<file path="src/rtl/video_stream_writer_pkg.sv">
// Shared types and constants for the video stream writer: master FSM states
// and the layout of the tagged FIFO entry.
package video_stream_writer_pkg;

  typedef enum logic [1:0] {
    IDLE,
    BURST,
    GAP
  } state_t;

  localparam int unsigned SOF_BIT = 32;
  localparam int unsigned FIFO_W  = SOF_BIT + 1;

endpackage

</file>
<file path="src/rtl/wshb_if.sv">
// Wishbone B4 bus bundle with 32-bit data; modports expose only the fields
// the stream writer uses on each side.
interface wshb_if #(
  parameter int unsigned DATA_BYTES = 4
) ();

  logic                      cyc;
  logic                      stb;
  logic                      we;
  logic [31:0]               adr;
  logic [8*DATA_BYTES-1:0]   dat_ms;
  logic [8*DATA_BYTES-1:0]   dat_sm;
  logic [DATA_BYTES-1:0]     sel;
  logic [2:0]                cti;
  logic [1:0]                bte;
  logic                      ack;
  logic                      err;
  logic                      rty;

  modport master (
    output cyc, stb, we, adr, dat_ms, sel, cti, bte,
    input  ack
  );

  modport slave (
    input  cyc, stb, we, adr, dat_ms,
    output ack, dat_sm, err, rty
  );

endinterface

</file>
<file path="src/rtl/sync_fifo.sv">
// Single-clock FIFO with occupancy count; push is refused while full and
// pop is ignored while empty.
module sync_fifo #(
  parameter int unsigned WIDTH = 33,
  parameter int unsigned DEPTH = 32
) (
  input  logic                         i_clk,
  input  logic                         i_rst,
  input  logic                         i_push,
  input  logic                         i_pop,
  input  logic [WIDTH-1:0]             i_din,
  output logic [WIDTH-1:0]             o_dout,
  output logic                         o_full,
  output logic                         o_empty,
  output logic [$clog2(DEPTH+1)-1:0]   o_count
);

  localparam int unsigned AW = $clog2(DEPTH);
  localparam int unsigned CW = $clog2(DEPTH + 1);

  logic [WIDTH-1:0] r_mem [DEPTH];
  logic [AW-1:0]    r_wr_ptr;
  logic [AW-1:0]    r_rd_ptr;
  logic [CW-1:0]    r_count;
  logic             w_do_push;
  logic             w_do_pop;

  assign o_full    = (r_count == CW'(DEPTH));
  assign o_empty   = (r_count == '0);
  assign o_count   = r_count;
  assign o_dout    = r_mem[r_rd_ptr];
  assign w_do_push = i_push & ~o_full;
  assign w_do_pop  = i_pop & ~o_empty;

  always_ff @(posedge i_clk or posedge i_rst) begin
    if (i_rst) begin
      r_wr_ptr <= '0;
      r_rd_ptr <= '0;
      r_count  <= '0;
    end else begin
      if (w_do_push) r_wr_ptr <= r_wr_ptr + AW'(1);
      if (w_do_pop)  r_rd_ptr <= r_rd_ptr + AW'(1);
      case ({w_do_push, w_do_pop})
        2'b10:   r_count <= r_count + CW'(1);
        2'b01:   r_count <= r_count - CW'(1);
        default: r_count <= r_count;
      endcase
    end
  end

  always_ff @(posedge i_clk) begin
    if (w_do_push) r_mem[r_wr_ptr] <= i_din;
  end

endmodule

</file>
<file path="src/rtl/video_stream_writer.sv">
// Buffers a Wishbone pixel stream and writes it to the SDRAM frame buffer in
// bursts of up to BURST_LEN words, restarting at pixel 0 on start-of-frame.
module video_stream_writer
  import video_stream_writer_pkg::*;
#(
  parameter int unsigned HDISP      = 800,
  parameter int unsigned VDISP      = 480,
  parameter int unsigned FIFO_DEPTH = 32,
  parameter int unsigned BURST_LEN  = 16,
  parameter logic [31:0] BASE_ADR   = '0
) (
  input  logic   sys_clk,
  input  logic   sys_rst,
  wshb_if.slave  wshb_ifs,
  wshb_if.master wshb_ifm
);

  localparam int unsigned NPIX   = HDISP * VDISP;
  localparam int unsigned PIX_W  = $clog2(NPIX);
  localparam int unsigned BEAT_W = $clog2(BURST_LEN + 1);
  localparam int unsigned CNT_W  = $clog2(FIFO_DEPTH + 1);

  state_t              r_state;
  state_t              w_next;
  logic [PIX_W-1:0]    r_pix_idx;
  logic [BEAT_W-1:0]   r_beat;

  logic                w_push;
  logic                w_pop;
  logic                w_full;
  logic                w_empty;
  logic [CNT_W-1:0]    w_count;
  logic [FIFO_W-1:0]   w_din;
  logic [FIFO_W-1:0]   w_head;
  logic [PIX_W-1:0]    w_eff_idx;
  logic [PIX_W-1:0]    w_eff_next;
  logic [31:0]         w_adr;

  logic                w_m_cyc;
  logic [31:0]         w_m_adr;
  logic [31:0]         w_m_dat;

  // Writes are refused while reset is held so nothing is lost into a FIFO
  // that is being cleared; reads always complete immediately.
  assign w_push = wshb_ifs.cyc & wshb_ifs.stb & wshb_ifs.we & ~w_full & ~sys_rst;
  assign w_din  = {(wshb_ifs.adr == '0), wshb_ifs.dat_ms};

  assign wshb_ifs.ack    = (wshb_ifs.cyc & wshb_ifs.stb & ~wshb_ifs.we) | w_push;
  assign wshb_ifs.dat_sm = '0;
  assign wshb_ifs.err    = 1'b0;
  assign wshb_ifs.rty    = 1'b0;

  sync_fifo #(
    .WIDTH (FIFO_W),
    .DEPTH (FIFO_DEPTH)
  ) u_fifo (
    .i_clk   (sys_clk),
    .i_rst   (sys_rst),
    .i_push  (w_push),
    .i_pop   (w_pop),
    .i_din   (w_din),
    .o_dout  (w_head),
    .o_full  (w_full),
    .o_empty (w_empty),
    .o_count (w_count)
  );

  assign w_pop      = (r_state == BURST) & wshb_ifm.ack;
  assign w_eff_idx  = w_head[SOF_BIT] ? '0 : r_pix_idx;
  assign w_eff_next = (w_eff_idx == PIX_W'(NPIX - 1)) ? '0 : w_eff_idx + PIX_W'(1);
  assign w_adr      = BASE_ADR + (32'(w_eff_idx) << 2);

  always_ff @(posedge sys_clk or posedge sys_rst) begin
    if (sys_rst) begin
      r_state   <= IDLE;
      r_pix_idx <= '0;
      r_beat    <= '0;
    end else begin
      r_state <= w_next;
      if (w_pop) r_pix_idx <= w_eff_next;
      if (r_state != BURST) r_beat <= '0;
      else if (w_pop)       r_beat <= r_beat + BEAT_W'(1);
    end
  end

  always_comb begin
    w_next  = r_state;
    w_m_cyc = 1'b0;
    w_m_adr = '0;
    w_m_dat = '0;
    case (r_state)
      IDLE: begin
        if (!w_empty) w_next = BURST;
      end
      BURST: begin
        w_m_cyc = 1'b1;
        w_m_adr = w_adr;
        w_m_dat = w_head[31:0];
        if (wshb_ifm.ack &&
            ((r_beat == BEAT_W'(BURST_LEN - 1)) ||
             ((w_count == CNT_W'(1)) && !w_push)))
          w_next = GAP;
      end
      GAP: begin
        // The GAP cycle is the single cyc-low cycle; pending data re-opens a
        // burst straight away so bursts are spaced by exactly one cycle.
        w_next = w_empty ? IDLE : BURST;
      end
      default: w_next = IDLE;
    endcase
  end

  assign wshb_ifm.cyc    = w_m_cyc;
  assign wshb_ifm.stb    = w_m_cyc;
  assign wshb_ifm.we     = w_m_cyc;
  assign wshb_ifm.adr    = w_m_adr;
  assign wshb_ifm.dat_ms = w_m_dat;
  assign wshb_ifm.sel    = w_m_cyc ? 4'hF : 4'h0;
  assign wshb_ifm.cti    = '0;
  assign wshb_ifm.bte    = '0;

endmodule

</file>
<file path="src/flat_wrapper.sv">
// flat-port wrapper written by rule: the top's interface ports become plain ports
module video_stream_writer_flat import video_stream_writer_pkg::*;
#(
  parameter int unsigned HDISP      = 800,
  parameter int unsigned VDISP      = 480,
  parameter int unsigned FIFO_DEPTH = 32,
  parameter int unsigned BURST_LEN  = 16,
  parameter logic [31:0] BASE_ADR   = '0
)
  (sys_clk, sys_rst, wshb_ifs_cyc, wshb_ifs_stb, wshb_ifs_we, wshb_ifs_adr, wshb_ifs_dat_ms, wshb_ifs_ack, wshb_ifs_dat_sm, wshb_ifs_err, wshb_ifs_rty, wshb_ifm_cyc, wshb_ifm_stb, wshb_ifm_we, wshb_ifm_adr, wshb_ifm_dat_ms, wshb_ifm_sel, wshb_ifm_cti, wshb_ifm_bte, wshb_ifm_ack);
  wshb_if wshb_ifs_i ();
  wshb_if wshb_ifm_i ();
  input  logic sys_clk;
  input  logic sys_rst;
  input wire logic [$bits(wshb_ifs_i.cyc)-1:0] wshb_ifs_cyc;
  input wire logic [$bits(wshb_ifs_i.stb)-1:0] wshb_ifs_stb;
  input wire logic [$bits(wshb_ifs_i.we)-1:0] wshb_ifs_we;
  input wire logic [$bits(wshb_ifs_i.adr)-1:0] wshb_ifs_adr;
  input wire logic [$bits(wshb_ifs_i.dat_ms)-1:0] wshb_ifs_dat_ms;
  output wire logic [$bits(wshb_ifs_i.ack)-1:0] wshb_ifs_ack;
  output wire logic [$bits(wshb_ifs_i.dat_sm)-1:0] wshb_ifs_dat_sm;
  output wire logic [$bits(wshb_ifs_i.err)-1:0] wshb_ifs_err;
  output wire logic [$bits(wshb_ifs_i.rty)-1:0] wshb_ifs_rty;
  output wire logic [$bits(wshb_ifm_i.cyc)-1:0] wshb_ifm_cyc;
  output wire logic [$bits(wshb_ifm_i.stb)-1:0] wshb_ifm_stb;
  output wire logic [$bits(wshb_ifm_i.we)-1:0] wshb_ifm_we;
  output wire logic [$bits(wshb_ifm_i.adr)-1:0] wshb_ifm_adr;
  output wire logic [$bits(wshb_ifm_i.dat_ms)-1:0] wshb_ifm_dat_ms;
  output wire logic [$bits(wshb_ifm_i.sel)-1:0] wshb_ifm_sel;
  output wire logic [$bits(wshb_ifm_i.cti)-1:0] wshb_ifm_cti;
  output wire logic [$bits(wshb_ifm_i.bte)-1:0] wshb_ifm_bte;
  input wire logic [$bits(wshb_ifm_i.ack)-1:0] wshb_ifm_ack;
  assign wshb_ifs_i.cyc = wshb_ifs_cyc;
  assign wshb_ifs_i.stb = wshb_ifs_stb;
  assign wshb_ifs_i.we = wshb_ifs_we;
  assign wshb_ifs_i.adr = wshb_ifs_adr;
  assign wshb_ifs_i.dat_ms = wshb_ifs_dat_ms;
  assign wshb_ifs_ack = wshb_ifs_i.ack;
  assign wshb_ifs_dat_sm = wshb_ifs_i.dat_sm;
  assign wshb_ifs_err = wshb_ifs_i.err;
  assign wshb_ifs_rty = wshb_ifs_i.rty;
  assign wshb_ifm_cyc = wshb_ifm_i.cyc;
  assign wshb_ifm_stb = wshb_ifm_i.stb;
  assign wshb_ifm_we = wshb_ifm_i.we;
  assign wshb_ifm_adr = wshb_ifm_i.adr;
  assign wshb_ifm_dat_ms = wshb_ifm_i.dat_ms;
  assign wshb_ifm_sel = wshb_ifm_i.sel;
  assign wshb_ifm_cti = wshb_ifm_i.cti;
  assign wshb_ifm_bte = wshb_ifm_i.bte;
  assign wshb_ifm_i.ack = wshb_ifm_ack;
  video_stream_writer #(.HDISP(HDISP), .VDISP(VDISP), .FIFO_DEPTH(FIFO_DEPTH), .BURST_LEN(BURST_LEN), .BASE_ADR(BASE_ADR)) u_core (.sys_clk(sys_clk), .sys_rst(sys_rst), .wshb_ifs(wshb_ifs_i), .wshb_ifm(wshb_ifm_i));
endmodule
</file>
<file path="config.mk">
export PLATFORM = sky130hd
export DESIGN_NAME = video_stream_writer_flat
export DESIGN_NICKNAME = d
export VERILOG_FILES = /design/src/rtl/video_stream_writer_pkg.sv /design/src/rtl/wshb_if.sv /design/src/rtl/sync_fifo.sv /design/src/rtl/video_stream_writer.sv /design/src/flat_wrapper.sv
export SDC_FILE = /design/constraint.sdc
export NUM_CORES = 1
export LEC_CHECK = 0
export CAP_MARGIN = 10
export CORE_ASPECT_RATIO = 1.2
export CORE_MARGIN = 2
export CORE_UTILIZATION = 50
export DETAILED_ROUTE_END_ITERATION = 16
export MAX_ROUTING_LAYER = met4
export PLACE_DENSITY = 0.68
export SLEW_MARGIN = 15
export SYNTH_ARGS = -nofsm -noshare
export SYNTH_HDL_FRONTEND = slang
export SYNTH_HIERARCHICAL = 1
export SYNTH_SLANG_ARGS = --single-unit
</file>
<file path="constraint.sdc">
create_clock -name sys_clk -period 3.75 [get_ports sys_clk]
set_clock_uncertainty 0.05 [all_clocks]
set_input_delay 0.75 -clock sys_clk [delete_from_list [all_inputs] [get_ports sys_clk]]
set_output_delay 0.75 -clock sys_clk [all_outputs]
set_load 0.005 [all_outputs]
</file>
## Yosys cells after proc, flatten, opt, wreduce, memory -nomap -nowiden

Memory sizes are Yosys's and may differ from the RTL's.
Cells that the tools add are included.

| storage, ports and cells | value |
|---|---|
| memories | 1 |
| RAM bits | 1056 |
| latch bits | 0 |
| ROM bits | 0 |
| bits in registers | 42 |

Memory list:

| name | words | bits a word | read ports | clocked after memory_dff | write ports | line | RTL |
|---|---|---|---|---|---|---|---|
| u_core.u_fifo.r_mem | 32 | 33 | 1 | 0 | 1 | sync_fifo.sv:21 | `logic [WIDTH-1:0] r_mem [DEPTH];` |

| cells by class | value |
|---|---|
| shifts and indexed selects | 0 |
| bitwise logic cells | 13 |
| add/sub/neg operators | 6 |
| divide/modulo/power cells | 0 |
| equality and inequality tests | 11 |
| multiply operators | 0 |
| reductions and logical operators | 10 |
| $lt $le $gt $ge | 0 |
| mux-type cells | 15 |

Operators by type and width:

| kind | number |
|---|---|
| $mux 19 | 2 |
| $logic_not 32->1 | 1 |
| $mux 32 | 1 |
| $mux 21 | 1 |
| $add 19x1->19 const B | 1 |
| $eq 19x19->1 const B | 1 |
| $add 5x1->5 const B | 3 |
| $pmux 6 s2 | 1 |
| $mux 5 | 2 |
| $and 1x1->1 | 8 |
| $add 6x1->6 const B | 1 |
| $eq 6x1->1 const B | 1 |
| $eq 6x6->1 const B | 1 |
| $logic_not 6->1 | 1 |
| $pmux 2 s3 | 1 |
| $sub 6x1->6 const B | 1 |
| $eq 5x4->1 const B | 1 |
| $eq 2x1->1 const B | 2 |
| $eq 2x2->1 const B | 2 |
| $mux 1 | 4 |
| $mux 2 | 2 |
| $mux 4 | 1 |
| $ne 2x2->1 const B | 2 |
| $not 1->1 | 4 |
| other kinds (8) | 10 |

## Depth between registers and ports, before layout

| depth | value |
|---|---|
| depth after elaboration | 10 |
| depth in mapped cells | 17 |
| gate-level depth less buffers | 15 |

## Modules after synthesis

The synthesis kept the hierarchy.

Modules (own cells, without submodules):

| module | area an instance (µm²) | cells an instance | times used |
|---|---|---|---|
| sync_fifo | 40936.8 | 1861 | 1 |
| video_stream_writer | 2343.5 | 299 | 1 |

## Least setup slack after synthesis

Ideal clock, no wire load.

| timing path | value |
|---|---|
| path type | reg2reg |
| from | register u_core.u_fifo.r_count[0] (netlist: u_core/u_fifo/o_count[0]) |
| to | register u_core.u_fifo.r_count[5] (netlist: u_core/u_fifo/o_count[5]) |
| arrival | 3262 ps |
| stages on the path, launching flop included | 16 |
| path slack | 314 ps |
| setup time | 124 ps |
| data required time | 3576 ps |
| period minus slack after synthesis | 3436 ps |
| path through | dfrtp_1 -> or4_4 -> or2_2 -> nor2_1 -> nor2_1 -> nand4_1 -> inv_1 -> o31a_1 -> buf_6 -> inv_1 -> ha_1 -> ha_1 -> a211oi_1 -> nor4bb_1 -> a2111o_1 -> xnor2_1 |

| between the ends | value |
|---|---|
| cells in the longest elaborated chain, start to end | 7 |
| elaborated cells between the ends (all ways) | 14 |
| classes of those cells | add/sub (2); eq/ne (3); mux (1); bitwise (6); reduce/logical (2) |

Ends and longest elaborated chain:

| what | line | RTL |
|---|---|---|
| start, declared | sync_fifo.sv:24 | `logic [CW-1:0] r_count;` |
| start signal, assigned | sync_fifo.sv:44 | `2'b10: r_count <= r_count + CW'(1);` |
| start signal, assigned | sync_fifo.sv:45 | `2'b01: r_count <= r_count - CW'(1);` |
| start signal, assigned | sync_fifo.sv:46 | `default: r_count <= r_count;` |
| $eq 6x6->1 (*) | sync_fifo.sv:28 | `assign o_full = (r_count == CW'(DEPTH));` |
| named net u_core.w_full | video_stream_writer.sv:30 | `logic w_full;` |
| $not 1->1 (*) | video_stream_writer.sv:45 | `assign w_push = wshb_ifs.cyc & wshb_ifs.stb & wshb_ifs.we & ~w_full & ~sys_rst;` |
| $and 1x1->1 (*) (2 in series) | video_stream_writer.sv:45 |  |
| named net u_core.w_push | video_stream_writer.sv:28 | `logic w_push;` |
| $and 1x1->1 (*) | sync_fifo.sv:32 | `assign w_do_push = i_push & ~o_full;` |
| $eq 2x1->1 / $eq 2x2->1 (equally long branches) | sync_fifo.sv:43 | `case ({w_do_push, w_do_pop})` |
| $pmux 6 s2 / $reduce_bool 2->1 (equally long branches) | - |  |

Mark *: on every way through the listed nets, which the timed path passes. The rest lies on a longest branch.
A chain may end at the register's enable or synchronous reset.

## Worst setup path after layout

| timing path | value |
|---|---|
| from | register u_core.u_fifo.r_rd_ptr[0] |
| to | output port wshb_ifm_dat_ms[24] |

| between the ends | value |
|---|---|
| cells in the longest elaborated chain, start to end | 2 |

Ends and longest elaborated chain:

| what | line | RTL |
|---|---|---|
| start, declared | sync_fifo.sv:23 | `logic [AW-1:0] r_rd_ptr;` |
| start signal, assigned | sync_fifo.sv:42 | `if (w_do_pop) r_rd_ptr <= r_rd_ptr + AW'(1);` |
| $mem_v2 32x33 | - |  |
| named net u_core.w_head[24] | video_stream_writer.sv:34 | `logic [FIFO_W-1:0] w_head;` |
| $mux 32 | video_stream_writer.sv:91 | `case (r_state)` |
| end, declared | flat_wrapper.sv:28 | `output wire logic [$bits(wshb_ifm_i.dat_ms)-1:0] wshb_ifm_dat_ms;` |

The timed path passes the listed nets, and every way through them passes these cells.

==> impl_metrics.yaml <==
outcome:
  status: "finished, violations left"
  violations: "setup timing"
synthesis:
  synth_cell_types: 69
  syn_inst: 2160
  synth_edf_count: 1056
  synth.avg_cell_area_um2: 20.0
  ys_warn_count: 6
  synth_seq_area_share_pct: 75.7
  ys_ff_latch: 1098
  synthArstFlopShare_pct: 3.83
  netlist_area_mm2: 0.0433
  ys.flop_type: "edfxtp_1"
worst_setup_path:
  crit_path_max_fanout: 7
  critPathSlowestCell: "dfrtp_4"
  worst-setup-path-type: "reg -> out"
  path_cells: "buf_12 -> buf_16 -> buf_16 -> buf_6 -> buf_12 -> mux4_2 -> a22oi_1 -> a22oi_1 -> and2_1 -> dlygate4sd2_1"
  reg2reg_from: "u_core/u_fifo/r_rd_ptr[0]"
  crit_required_ps: 2950
  path_delay_family: "buffers and inverters"
  max_stage_delay_ps: 520
  r2r_end: "u_core/r_pix_idx[14]"
  start_kind: "flop"
  critPathArrivalTime_ps: 3040
  worst_r2r_path_depth: 14
  crit_buf_inv: 6
  endpoint_kind: "primary output"
  r2r_slack_ps: 210
routing:
  drc: 0
  drtIter0Drc: 2549
  wl_mm: 108
  drt-pass1-iter-count: 6
  via_count: 23000
  wl_per_cell_um: 29.2
  viasPerCell: 6.21
  ant_nets: 0
timing:
  max_slew_margin_pct: 25.4
  setup_viol: 14
  worst_slew_pin_slew_ps: 1120
  hold_viol: 0
  final.setup.worst_slack_ps: -86.1
  rsz0062_at_grt: "true"
  fmax_ghz: 0.261
  slew_viol_final: 0
  finalHoldWorstSlack_ps: 510
  fin_crit_sh_pct: 102
  min_period_ps: 3840
global_route:
  track_usage_pct: 25.2
  grt_max_degree: 43
  antenna_found_initial: 0
  first_global_vias: 23300
  overflow: 0
  grt_pass1_wl_mm: 157
hold_path:
  hold_class: "reg -> reg"
  min_to: "u_core/u_fifo/o_count[3]"
  whs_path_depth: 2
  min_from: "u_core/u_fifo/o_count[3]"
place:
  place.gp.congestion: 0.823
  numPortBuffers: 128
  dp_hpwl_mm: 56.4
clocking:
  hold_buffers: 0
  cts_sinks: 1098
  cts_buffers: 101
  cts_tree: "built"
  root_buffer: "clkbuf_16"
  cts_max_path_buffers: 3
  h-tree-depth: 3
  clk_latency_ps: 680
  clk_pin_slew_ps: 60
pwr:
  leakage_nw: 17.3
  finalPower_w: 0.0381
  ir_drop_mv: 0.395
  seq_power_share_pct: 36.8
  swShare_pct: 30.6
  p_int_w: 0.0265
  comb_power_share_pct: 36.8
  p_switching_w: 0.0117
  clkPwrFrac_pct: 26.4
  power_density_mw_per_mm2: 728
finish:
  nFillCells: 5809
  fin_util_pct: 60.8
  layout-drive-gt1-share_pct: 32.2
  ff_latch_area_mm2: 0.0328
  syn_to_final_growth_pct: 21.0
  layout.nets: 2572
  antenna_cells: 0
  multiInputGateArea_mm2: 0.0107
floorplanning:
  io_pins: 181
  die_w_um: 273
  fp-row-count: 118
  fp.coreArea_mm2: 0.0861
  die_y_um: 326
  die_area_mm2: 0.0889
  start_util_pct: 50.3
job:
  drv_cap: 0
tightest hold or removal path: stages (launching register included):
cell	delay (ps)
dfrtp_1	400
nand2_1	60
o21ai_0	60
logic make-up (layout without fill, tap and decap cells):
kind of cell               count (synthesis)  after routing  synth area share [%]
xor gates and xnor gates                  14             14                 0.283
and+or+nand+nor                          217            217                  2.75
adders and majority gates                 14             14                 0.422
other                                      1             52               0.00866
muxes                                    334            334                  13.5
buffers and inverters                    202            561                  2.71
AOI/OAI and AO/OA                        280            280                  4.64
DFF                                     1098           1098                  75.7
cells in the final DEF (no fill, tap or decap), types with 12 or more instances in the layout:
master and instances:
a21oi_1 31, a21oi_2 30, a22oi_1 27, a22oi_2 70
and2_1 29, and3_1 18, buf_12 46, buf_16 22
buf_2 28, buf_4 126, buf_6 21, clkbuf_1 21
clkbuf_16 103, clkdlybuf4s50_1 78, clkinv_1 20, clkinv_2 22
conb_1 52, dfrtp_1 36, edfxtp_1 1056, ha_1 12
inv_1 16, mux2i_1 125, mux4_2 199, nand2_1 34
nand3_1 17, nor2_1 17, nor2_4 33, o21ai_0 13
o221ai_1 37, o221ai_2 27
per-layer routing:
layer | vias up | GRT usage (%) | part of all wire, %
met5 | - | - | 0
met4 | 0 | 8.43 | 3.1
met3 | 204 | 3.92 | 8.0
met2 | 1151 | 42.0 | 51
met1 | 12200 | 31.8 | 38
li1 | 9519 | - | -
cells in the mapped netlist, types with 2 or more instances:
cell type	count	area share (%)
edfxtp_1	1056	73
mux4_2	199	10
mux2i_1	134	3.1
a22oi_1	97	1.7
buf_4	84	1.5
a21oi_1	72	0.83
o221ai_1	64	1.3
clkbuf_1	51	0.44
nor2_1	51	0.44
dfrtp_1	42	2.4
and2_1	34	0.49
nand2_1	34	0.29
buf_2	31	0.36
and3_1	20	0.29
inv_1	18	0.16
nand3_1	18	0.21
o21ai_0	14	0.16
ha_1	13	0.38
nand4_1	10	0.14
nor4_1	9	0.13
xnor2_1	9	0.18
buf_1	8	0.069
buf_6	8	0.21
nor2b_1	7	0.10
xor2_1	5	0.10
nand3b_1	4	0.069
a211o_1	3	0.061
nand2_2	3	0.043
nor3_1	3	0.035
nor4b_1	3	0.061
o311ai_0	3	0.061
o31ai_1	3	0.052
or2_2	3	0.043
or3_1	3	0.043
a211oi_1	2	0.035
a21boi_0	2	0.035
a22o_1	2	0.040
a311oi_1	2	0.040
clkinv_1	2	0.017
nand4b_1	2	0.040
o22ai_1	2	0.029
o41ai_1	2	0.040
or3b_2	2	0.040
power groups by stage:
stage,registers (W),logic [W],clock network (W)
finish,0.0140,0.0140,0.0101
global route,0.0141,0.0148,0.0107
CTS,0.0140,0.0137,0.0102
detailed placement,0.0144,0.0109,0
global placement,0.0144,0.0107,0
floorplan,0.0141,0.00695,0
how the worst max path moves through the flow:
stage | start | endpoint | slack [ps] | depth (start not counted)
floorplan | u_core/u_fifo/o_count[0] | u_core/u_fifo/o_count[5] | 310 | 15
global placement | u_core/u_fifo/o_count[0] | u_core/u_fifo/o_count[5] | 50 | 14
detailed placement | u_core/u_fifo/o_count[0] | u_core/u_fifo/o_count[5] | -50 | 14
CTS | u_core/u_fifo/r_rd_ptr[0] | wshb_ifm_dat_ms[1] | -170 | 8
global route | u_core/u_fifo/r_rd_ptr[0] | wshb_ifm_dat_ms[21] | -160 | 13
finish | u_core/u_fifo/r_rd_ptr[0] | wshb_ifm_dat_ms[24] | -90 | 10
sequential cells by signal, indices dropped and copies added (netlist names):
signal and cells:
u_core/u_fifo/o_count 6, u_core/u_fifo/r_wr_ptr 5, u_core/u_fifo/r_rd_ptr 5, u_core/u_fifo/r_mem 1056
u_core/r_state 2, u_core/r_beat 5, u_core/r_pix_idx 19
stage by stage:
stage	cells	TNS, ps	cell area (um2)	setup slack [ps]
CTS	3694	-1150	52100	-167
global placement	3421	0	46800	47.9
finish	3710	-558	52400	-86.1
floorplan	2211	0	43500	314
detailed placement	3421	-50.5	46800	-50.5
global route	3710	-2090	52400	-163
cell type report:
type | instances | area share, %
clock inverter | 62 | 1.14
multi-input combinational | 911 | 20.4
sequential | 1098 | 62.6
inverter | 20 | 0.143
timing repair buffer | 356 | 7.93
tap | 1140 | 2.72
clock buffer | 123 | 5.02
what timing repair did:
item,CTS,global route
endpoints found under the setup margin,53,43
resized for setup,324,82
setup buffers,67,25
pin swaps,74,48
cloned,22,1
Note: power is estimated with default switching activity, not from simulation.
